==> src/rtl/rom_play_ctrl.sv <==
// ROM address sequencer: auto-play, pause, single-step and reverse from two key pulses.
// Define ROM_PLAY_ONESHOT_EN to stop auto-play at the end bound instead of wrapping.
module rom_play_ctrl #(
  parameter logic [22:0] CNT_MAX  = 23'd4_999_999,
  parameter logic [7:0]  ADDR_MIN = 8'd0,
  parameter logic [7:0]  ADDR_MAX = 8'd255,
  parameter int          RD_LAT   = 1
) (
  input  logic       sys_clk,
  input  logic       sys_rst_n,
  input  logic       key1_flag,
  input  logic       key2_flag,
  input  logic [7:0] rom_q,
  output logic [7:0] rom_addr,
  output logic [7:0] disp_data,
  output logic       disp_vld,
  output logic [1:0] play_st,
  output logic       dir
);

  localparam logic [1:0] IDLE  = 2'd0;
  localparam logic [1:0] PLAY  = 2'd1;
  localparam logic [1:0] PAUSE = 2'd2;

  logic [22:0]     cnt, cnt_nxt;
  logic [1:0]      st_nxt;
  logic            dir_nxt;
  logic            step;
  logic            boot_pend;
  logic [RD_LAT:0] vld_pipe;
  logic [7:0]      hold;
  logic [7:0]      addr_step;

  // Bounds are checked before the add/subtract so 8-bit wrap never leaks out.
  always_comb begin
    if (dir) addr_step = (rom_addr == ADDR_MIN) ? ADDR_MAX : rom_addr - 8'd1;
    else     addr_step = (rom_addr == ADDR_MAX) ? ADDR_MIN : rom_addr + 8'd1;
  end

`ifdef ROM_PLAY_ONESHOT_EN
  logic at_end;
  assign at_end = dir ? (rom_addr == ADDR_MIN) : (rom_addr == ADDR_MAX);
`endif

  always_comb begin
    st_nxt  = play_st;
    cnt_nxt = cnt;
    dir_nxt = dir;
    step    = 1'b0;
    case (play_st)
      IDLE: begin
        if (key1_flag) begin
          st_nxt  = PLAY;
          cnt_nxt = '0;
        end else if (key2_flag) begin
          step = 1'b1;
        end
      end
      PLAY: begin
        if (key1_flag) begin
          st_nxt = PAUSE;
        end else begin
          if (cnt == CNT_MAX) begin
            cnt_nxt = '0;
`ifdef ROM_PLAY_ONESHOT_EN
            if (at_end) st_nxt = IDLE;
            else        step   = 1'b1;
`else
            step = 1'b1;
`endif
          end else begin
            cnt_nxt = cnt + 23'd1;
          end
          // step above already used the old dir
          if (key2_flag) dir_nxt = ~dir;
        end
      end
      PAUSE: begin
        if (key1_flag)      st_nxt = PLAY;
        else if (key2_flag) step   = 1'b1;
      end
      default: st_nxt = IDLE;
    endcase
  end

  always_ff @(posedge sys_clk or negedge sys_rst_n) begin
    if (!sys_rst_n) begin
      rom_addr  <= ADDR_MIN;
      play_st   <= IDLE;
      dir       <= 1'b0;
      cnt       <= '0;
      boot_pend <= 1'b1;
      vld_pipe  <= '0;
      hold      <= 8'd0;
    end else begin
      play_st   <= st_nxt;
      dir       <= dir_nxt;
      cnt       <= cnt_nxt;
      boot_pend <= 1'b0;
      if (step) rom_addr <= addr_step;
      vld_pipe <= {vld_pipe[RD_LAT-1:0], step | boot_pend};
      if (vld_pipe[RD_LAT]) hold <= rom_q;
    end
  end

  // Token emerges in the cycle rom_q carries its word; bypass so the display sees it then.
  assign disp_vld  = vld_pipe[RD_LAT];
  assign disp_data = disp_vld ? rom_q : hold;

endmodule
==> config.mk <==
export PLATFORM = sky130hd
export DESIGN_NAME = rom_play_ctrl
export DESIGN_NICKNAME = d
export VERILOG_FILES = /design/src/rtl/rom_play_ctrl.sv
export SDC_FILE = /design/constraint.sdc
export NUM_CORES = 1
export LEC_CHECK = 0
export CAP_MARGIN = 10
export CORE_UTILIZATION = 25
export CTS_BUF_LIST = sky130_fd_sc_hd__clkbuf_16
export DETAILED_ROUTE_END_ITERATION = 10
export PLACE_DENSITY_LB_ADDON = 0.12
export SLEW_MARGIN = 20
export SYNTH_ARGS = -nofsm -noshare
export SYNTH_HDL_FRONTEND = slang
export SYNTH_SLANG_ARGS = --single-unit
==> constraint.sdc <==
create_clock -name sys_clk -period 2.4 [get_ports sys_clk]
set_clock_uncertainty 0.2 [all_clocks]
set_input_delay 0.36 -clock sys_clk [delete_from_list [all_inputs] [get_ports sys_clk]]
set_output_delay 0.36 -clock sys_clk [all_outputs]
set_load 0.01 [all_outputs]
# Yosys cells after proc, flatten, opt, wreduce, memory -nomap -nowiden

Index checks and enable logic that the tools add are counted.

Bits in registers: 45
Input port bits: 12
Output and inout bits: 20
Logic and storage cells: 44

$add $sub $neg: 3
Eq/ne operators: 8
Mux-type cells: 16
Bitwise operators: 3
Reduce and logical (&&, ||, !) cells: 7

Operators with widths:

| kind                                                                    | count |
|---|---|
| 23-bit 2-to-1 mux                                                       | 3 |
| 23-bit one-hot mux with 2 select lines                                  | 1 |
| 8-bit 2-to-1 mux                                                        | 4 |
| 23-bit by 1-bit adder with 23-bit output, second input constant         | 1 |
| 23-bit equality test, second input constant                             | 1 |
| 8-bit by 1-bit adder with 8-bit output, second input constant           | 1 |
| 8-bit equality test, second input constant                              | 1 |
| 8-bit zero test                                                         | 1 |
| 8-bit by 1-bit subtractor with 8-bit output, second input constant      | 1 |
| 2-bit inequality test, second input constant                            | 3 |
| 3-bit AND reduction                                                     | 2 |
| 1-bit 2-to-1 mux                                                        | 4 |
| 2-bit 2-to-1 mux                                                        | 2 |
| 2-bit one-hot mux with 2 select lines                                   | 1 |
| 2-bit by 1-bit equality test with 1-bit output, second input constant   | 1 |
| 2-bit equality test, second input constant                              | 1 |
| 2-bit zero test                                                         | 1 |
| 2-bit by 1-bit inequality test with 1-bit output, second input constant | 1 |
| 1-bit NOT                                                               | 2 |
| 1-bit one-hot mux with 2 select lines                                   | 1 |
| 2-bit AND reduction                                                     | 1 |
| 2-bit nonzero test                                                      | 1 |
| 2-bit OR reduction                                                      | 1 |
| 1-bit bitwise OR                                                        | 1 |

# Longest topological paths before layout

Gate-level depths: netlist of the first run.

Depth after elaboration: 5
Depth in mapped cells: 8
Depth with buffers taken out: 7

# Worst setup path after synthesis of the first run

No wires, ideal clock.

Kind: flip-flop to flip-flop
From: register rom_addr[0]
To: register rom_addr[2]
Library setup time: 0.086 ns
Arrival time: 1.931 ns
Required time: 2.114 ns
Path slack: 0.183 ns
Stages on the path, launching flop included: 9
Buffers on the path: 1
Period minus slack after synthesis: 2.217 ns
Cell sequence: dfrtp_1 clkbuf_1 inv_1 ha_1 or4b_4 nor2_1 nor4b_1 a311o_1 nor3_1

Cells in the longest elaborated chain, start to end: 3
Elaborated cells on any way between the ends: 7
Those cells by class: add/sub: 2; eq/ne: 1; mux: 3; reduce/logical: 1

RTL lines:

| what                                                                 | line   | text |
|---|---|---|
| start: declaration                                                   | 14     | `output logic [7:0] rom_addr,` |
| start signal: assignment                                             | 100    | `if (step) rom_addr <= addr_step;` |
| 8-bit by 1-bit adder with 8-bit output, or another cell as far along | 37     | `else addr_step = (rom_addr == ADDR_MAX) ? ADDR_MIN : rom_addr + 8'd1;` |
| 8-bit 2-to-1 mux, on equally long branches                           | 37, 36 |  |
| 8-bit 2-to-1 mux *                                                   | 36     | `if (dir) addr_step = (rom_addr == ADDR_MIN) ? ADDR_MAX : rom_addr - 8'd1;` |

Every way passes the cells marked *; elsewhere a longest branch is shown, timed or not.
A chain may end at the register's enable or synchronous reset.

# Worst setup path in the final report of the first run

From: register vld_pipe[1]
To: output disp_data[4]

Cells in the longest elaborated chain, start to end: 1

RTL lines:

| what                     | line | text |
|---|---|---|
| start: declaration       | 30   | `logic [RD_LAT:0] vld_pipe;` |
| start signal: assignment | 101  | `vld_pipe <= {vld_pipe[RD_LAT-1:0], step \| boot_pend};` |
| 8-bit 2-to-1 mux         | --   |  |
| end: declaration         | 15   | `output logic [7:0] disp_data,` |

No other way between the ends.

==> results of run 1 <==
-- worst max path at each step --
stage / slack (ns) / start / depth (start not counted) / to
6_report: 0.12 / vld_pipe[1]$_DFF_PN0_ / 2 / disp_data[4]
5_1_grt: 0.02 / vld_pipe[1]$_DFF_PN0_ / 2 / disp_data[4]
4_1_cts: 0.07 / vld_pipe[1]$_DFF_PN0_ / 2 / disp_data[4]
3_5_place_dp: 0.09 / key1_flag / 7 / rom_addr[6]$_DFFE_PN0P_
3_3_place_gp: 0.12 / key1_flag / 7 / rom_addr[6]$_DFFE_PN0P_
2_1_floorplan: 0.18 / rom_addr[0]$_DFFE_PN0P_ / 8 / rom_addr[2]$_DFFE_PN0P_
-- stage by stage --
stage	area, um2	hold slack, ns	instances	power (uW)	utilization
floorplan	2729	-0.1356	289	1760	-
CTS	3457	0.1535	466	2934	0.3304
finish	3457	0.1493	466	2892	0.3304
global route	3457	0.1737	466	3106	0.3304
detailed placement	3297	0.1372	457	2202	0.3151
global placement	3297	0.1322	457	2198	0.3151
-- sequential cells by signal, summed over array words and instances, names as in the netlist --
| name | count |
|---|---|
| cnt | 23 |
| hold | 8 |
| rom_addr | 8 |
| play_st | 2 |
| vld_pipe | 2 |
| boot_pend | 1 |
| dir | 1 |
-- cells in the final DEF (no fill, tap or decap), types with 3 or more instances in the layout --
| master | count |
|---|---|
| nand3b_1 | 6 |
| nor3_1 | 12 |
| nand3_1 | 21 |
| and3_1 | 4 |
| mux2_2 | 8 |
| and4_1 | 4 |
| nor2_1 | 9 |
| nand4_1 | 9 |
| inv_1 | 8 |
| buf_12 | 4 |
| nand2b_1 | 10 |
| or2_2 | 4 |
| a31oi_1 | 22 |
| clkbuf_16 | 5 |
| mux2i_1 | 7 |
| o21ai_0 | 10 |
| clkdlybuf4s50_1 | 30 |
| o22ai_1 | 3 |
| nor2b_1 | 4 |
| ha_1 | 4 |
| nand2_1 | 23 |
| dfrtp_1 | 44 |
| a21oi_1 | 16 |
| buf_4 | 18 |
-- layer usage --
layer / vias up / global-route usage
li1: 1160 / -
met5: - / 0
met4: 0 / 0.03229
met1: 1110 / 0.1877
met2: 40 / 0.1851
met3: 4 / 0.02269
-- kinds of logic after synthesis --
kind of cell,share of synthesized area
adder cells (fa/ha/maj),0.01834
multiplexers,0.06694
AND/OR/NAND/NOR,0.2682
flip-flops,0.4131
buffers and inverters,0.05731
XOR/XNOR,0.009630
AO/OA/AOI/OAI,0.1651
other,0.001374
-- where the power goes --
part	switching (uW)	internal (uW)	total (uW)
sequential	144	875	1020
clock	318	392	709
combinational	602	563	1160
total	1060	1830	2890
-- repair_timing --
action,4_1_cts,5_1_grt
hold endpoints to repair,44,0
buffers inserted,0,0
hold buffers,1,0
-- layout make-up --
type                    instances  area [um2]  share of cell area
well taps                     136       170.2             0.04922
clock inverters                 3       25.02            0.007238
multi-input cells             215        1449              0.4191
inverters                       8       30.03            0.008686
repair buffers                 54       530.5              0.1535
flip-flops and latches         45        1127              0.3261
clock buffers                   5       125.1             0.03619
-- worst reg2reg max path: stages (launching register included) --
cell and delay [ns]:
dfrtp_1 0.38, inv_1 0.10, ha_1 0.21, or4b_4 0.52, nor2_1 0.17, nor4b_1 0.08
a311o_1 0.33, nor3_1 0.13
==> flow_summary_export.csv, run 1 <==
group,metric,value,unit
run_status,outcome,"finished clean",
synth,seq_area_frac_synth,0.4131,
setup_path,reg2reg_from,"rom_addr[0]$_DFFE_PN0P_",
detailed_routing,drt_iter0_markers,112,
timing,clock.fmax,0.4379,GHz
synth,ys_ff_latch,45,
synth,yosys.area.top_type,"dfrtp_1",
global_routing,grt_max_degree,46,
floorplan,start_util,0.2608,
min_path,hp-class,"flip-flop to flip-flop",
clock_network,insertion_delay,0.29,ns
final_layout,fillers,1114,
setup_path,worstRegToRegCells,7,
global_routing,grt_pass1_wl,11320,um
clock_network,htreeDepth,2,
final_layout,diodes,0,
clock_network,cts_root_buf,"clkbuf_16",
setup_path,critPathMaxStageDelay,0.55,ns
power,ir_drop,620.3,uV
timing,fin_crit_sh,0.9515,
floorplan,core_area,10460,um2
synth,synth_fp_nets,305,
setup_path,path_buf_inv,1,
floorplan,row_count,37,
min_path,holdCritStartpoint,"vld_pipe[0]$_DFF_PN0_",
synth,synth.top_cell.area_share,0.4035,
detailed_routing,drc,0,
synth,synth_edf_count,0,
floorplan,num_io_pins,32,
synth,netlist_top_cells_count,"44 x dfrtp_1, 23 x nand2_1, 22 x a31oi_1",
detailed_routing,dr.pass1.iters,4,
floorplan,dieArea,11340,um2
setup_path,path_cells,"mux2_2 -> clkdlybuf4s50_1",
setup_path,critical-path-top-delay-family,"flip-flops",
timing,finalSetupViolCount,0,
synth,synthArstFlopShare,1.000,
synth,synthCells,289,
global_routing,grt_use_total,0.1259,
synth,synth_ff_type,"dfrtp_1",
detailed_routing,wl_met2,2867,um
timing,setup_slack,0.1165,ns
global_routing,antenna_found_initial,0,
power,p_leak,0.001346,uW
detailed_routing,highest_layer,"met4",
synth,syn_area,2729,um2
detailed_routing,drtAntennaViolNets,0,
clock_network,numCtsBuffers,5,
final_layout,areaGrowthSynthToFinish,26.69,%
timing,tns,0,ns
timing,period_minus_slack,2.284,ns
synth,synth.most_common_cell,"dfrtp_1",
job,drv_cap,0,
clock_network,path_clk_slew,0.07,ns
setup_path,crit_path_start_kind,"flip-flop",
place,portBuffers,31,
place,pre_cts_ws,0.09150,ns
detailed_routing,dr_wl_met3,236,um
clock_network,cts_tree,"yes",
synth,netlist_top_cells_area,"dfrtp_1 40%, a31oi_1 5.0%, nand3_1 3.9%",
floorplan,die_y,106.5,um
final_layout,drive_gt1_frac,0.1667,
timing,hold_violations,0,
setup_path,r2r_slack,0.19,ns
detailed_routing,via_per_inst,4.966,
global_routing,grt_pass1_vias,2210,
place,gp_congestion,0.7235,
setup_path,cp_data_required_time,1.84,ns
final_layout,nNetsFinal,345,
min_path,hold_depth,0,
detailed_routing,drt-met1-wl,3425,um
min_path,hold_end,"vld_pipe[1]$_DFF_PN0_",
synth,avgSynthCellArea,9.442,um2
setup_path,r2r_end,"rom_addr[2]$_DFFE_PN0P_",
setup_path,critPathKind,"flip-flop to output pin",
detailed_routing,wl_per_cell,14.14,um
clock_network,ctsResizeCount,0,
place,dp_hpwl,4587,um
power,power_density,836.7,nW/um2
setup_path,worstPathMaxFanout,9,
setup_path,crit_slowest_cell,"dfrtp_1",
synth,yosys_warnings,0,
detailed_routing,via_count,2314,
synth,synth.distinct_cells,58,
global_routing,grt_overflow,0,
clock_network,cts_buffer_depth,2,
setup_path,endpoint_kind,"output pin",
setup_path,arrival,1.72,ns
clock_network,cts.sink_count,45,
timing,slew_viol_final,0,
detailed_routing,wl,6590,um
floorplan,chipWidth,106.5,um
timing,rsz0062_at_grt,"false",
Power figures use the tool's default switching activity.
==> run 2, diff against run 1 <==
CAP_MARGIN = 20   (was 10)
==> results of run 2 <==
Same layout as run 1: the final DEF is identical, and so are final timing and power.
==> run 3, diff against run 2 <==
==> constraint.sdc (replaced) <==
create_clock -name sys_clk -period 2.4 [get_ports sys_clk]
set_clock_uncertainty 0.2 [all_clocks]
set_input_delay 0.48 -clock sys_clk [delete_from_list [all_inputs] [get_ports sys_clk]]
set_output_delay 0.48 -clock sys_clk [all_outputs]
set_load 0.01 [all_outputs]
==> run 3 against run 2 <==
Compared with the run above: sequential power is essentially flat; flip-flop and latch count did not move; die area unchanged; critical path type is now input port to output pin; first-iteration DRC count is 11% higher; non-clock buffer count rose by 4; register-to-register slack worse by 0.04 ns; count of clock-buffer cells in the layout unchanged; sequential share of layout area is 0.14 points lower; largest power group unchanged.
==> flow_summary_export.csv, run 3 (synthesis gave the netlist of run 1 again) <==
group,metric,value,unit
timing,hold_violations,0,
timing,clock.fmax,0.4270,GHz
detailed_routing,drt_iter0_markers,124,
detailed_routing,wl_per_cell,14.26,um
min_path,hp-class,"flip-flop to flip-flop",
floorplan,num_io_pins,32,
final_layout,final_common_cell,"dfrtp_1",
clock_network,insertion_delay,0.29,ns
floorplan,row_count,37,
setup_path,endpoint_kind,"output pin",
detailed_routing,via_per_inst,4.932,
clock_network,post_cts_buffers,0,
clock_network,cts_buffer_depth,2,
global_routing,grt_max_degree,40,
final_layout,final_cell_mix,"43 x dfrtp_1, 30 x clkdlybuf4s50_1, 23 x nand2_1, 23 x buf_4, 22 x a31oi_1",
final_layout,top_register,"cnt",
clock_network,cts_root_buf,"clkbuf_16",
setup_path,arrival,1.66,ns
detailed_routing,via_count,2318,
floorplan,core_area,10460,um2
final_layout,areaGrowthSynthToFinish,27.37,%
detailed_routing,dr.pass1.iters,4,
global_routing,grt_pass1_vias,2162,
final_layout,top_regs,"cnt: 23 flops, hold: 8 flops, rom_addr: 8 flops",
setup_path,crit_path_start_kind,"input port",
global_routing,grt_pass1_wl,11280,um
detailed_routing,wl,6704,um
job,drv_cap,0,
clock_network,htreeDepth,2,
final_layout,post-route-util,0.3322,
floorplan,start_util,0.2608,
clock_network,cts.sink_count,45,
clock_network,numCtsBuffers,5,
detailed_routing,drc,0,
final_layout,diodes,0,
floorplan,die_y,106.5,um
place,gp_congestion,0.7873,
global_routing,antenna_found_initial,0,
clock_network,cts_tree,"yes",
global_routing,grt_use_total,0.1242,
final_layout,fillers,1105,
power,p_leak,0.001362,uW
setup_path,critPathKind,"input port to output pin",
power,power_density,835.2,nW/um2
clock_network,path_clk_slew,0.07,ns
timing,period_minus_slack,2.342,ns
timing,slew_viol_final,0,
global_routing,grt_overflow,0,
final_layout,largest_reg_flops,23,
final_layout,drive_gt1_frac,0.1796,
timing,fin_crit_sh,0.9758,
power,ir_drop,436.7,uV
floorplan,dieArea,11340,um2
timing,tns,0,ns
timing,finalSetupViolCount,0,
place,dp_hpwl,4681,um
floorplan,chipWidth,106.5,um
place,portBuffers,31,
setup_path,worstPathMaxFanout,2,
timing,rsz0062_at_grt,"false",
setup_path,cp_data_required_time,1.72,ns
run_status,outcome,"finished clean",
detailed_routing,drtAntennaViolNets,0,
timing,holdWs,0.1645,ns
final_layout,nNetsFinal,349,
==> run 3: metal layers <==
layer,track usage,routed length (um),up-vias
met4,0.02935,64,0
met2,0.1865,2914,35
met1,0.1823,3553,1107
met3,0.02330,171,5
li1,-,-,1171
met5,0,0,-
==> run 3: final timing paths <==
kind	startpoint	endpoint	slack [ns]	cells after the start
worst max-delay path	rom_q[4]	disp_data[4]	0.06	3
worst min-delay path	vld_pipe[0]$_DFF_PN0_	vld_pipe[1]$_DFF_PN0_	0.16	0
worst max register to register	cnt[10]$_DFFE_PN0P_	cnt[7]$_DFFE_PN0P_	0.15	6
worst min register to register	vld_pipe[0]$_DFF_PN0_	vld_pipe[1]$_DFF_PN0_	0.16	0
max in group asynchronous	sys_rst_n	boot_pend$_DFF_PN1_	0.94	3
min in group asynchronous	sys_rst_n	cnt[4]$_DFFE_PN0P_	0.48	2
==> run 3: worst max-delay path, stage by stage <==
cell,delay (ns)
clkdlybuf4s50_1,0.41
mux2_2,0.28
clkdlybuf4s50_1,0.50
==> run 3: final cells by class <==
| cell class | count | area [um2] | share of cell area |
|---|---|---|---|
| well taps | 136 | 170.2 | 0.04896 |
| flip-flops and latches | 45 | 1129 | 0.3247 |
| multi-input cells | 215 | 1449 | 0.4168 |
| clock buffers | 5 | 125.1 | 0.03600 |
| clock inverters | 3 | 25.02 | 0.007199 |
| repair buffers | 58 | 548.0 | 0.1577 |
| inverters | 8 | 30.03 | 0.008639 |
==> run 3: where the power goes <==
part	internal [uW]	switching (uW)
Clock	392	326
Sequential	875	135
Combinational	571	604
Total	1840	1070
==> run 3: timing repair <==
action                                 4_1_cts  5_1_grt
hold buffers                                 1        0
resized for setup                            1        0
setup endpoints to repair                    8        0
endpoints found under the hold margin       16        0
==> run 3: metrics by stage <==
stage | power [uW] | setup slack (ns) | std cells | area, um2
floorplan | 1760 | 0.1827 | 289 | 2729
global placement | 2205 | 0.06365 | 461 | 3314
detailed placement | 2204 | 0.04371 | 461 | 3314
CTS | 2948 | 0.04369 | 470 | 3476
global route | 3123 | 0.0009432 | 470 | 3476
finish | 2903 | 0.05799 | 470 | 3476
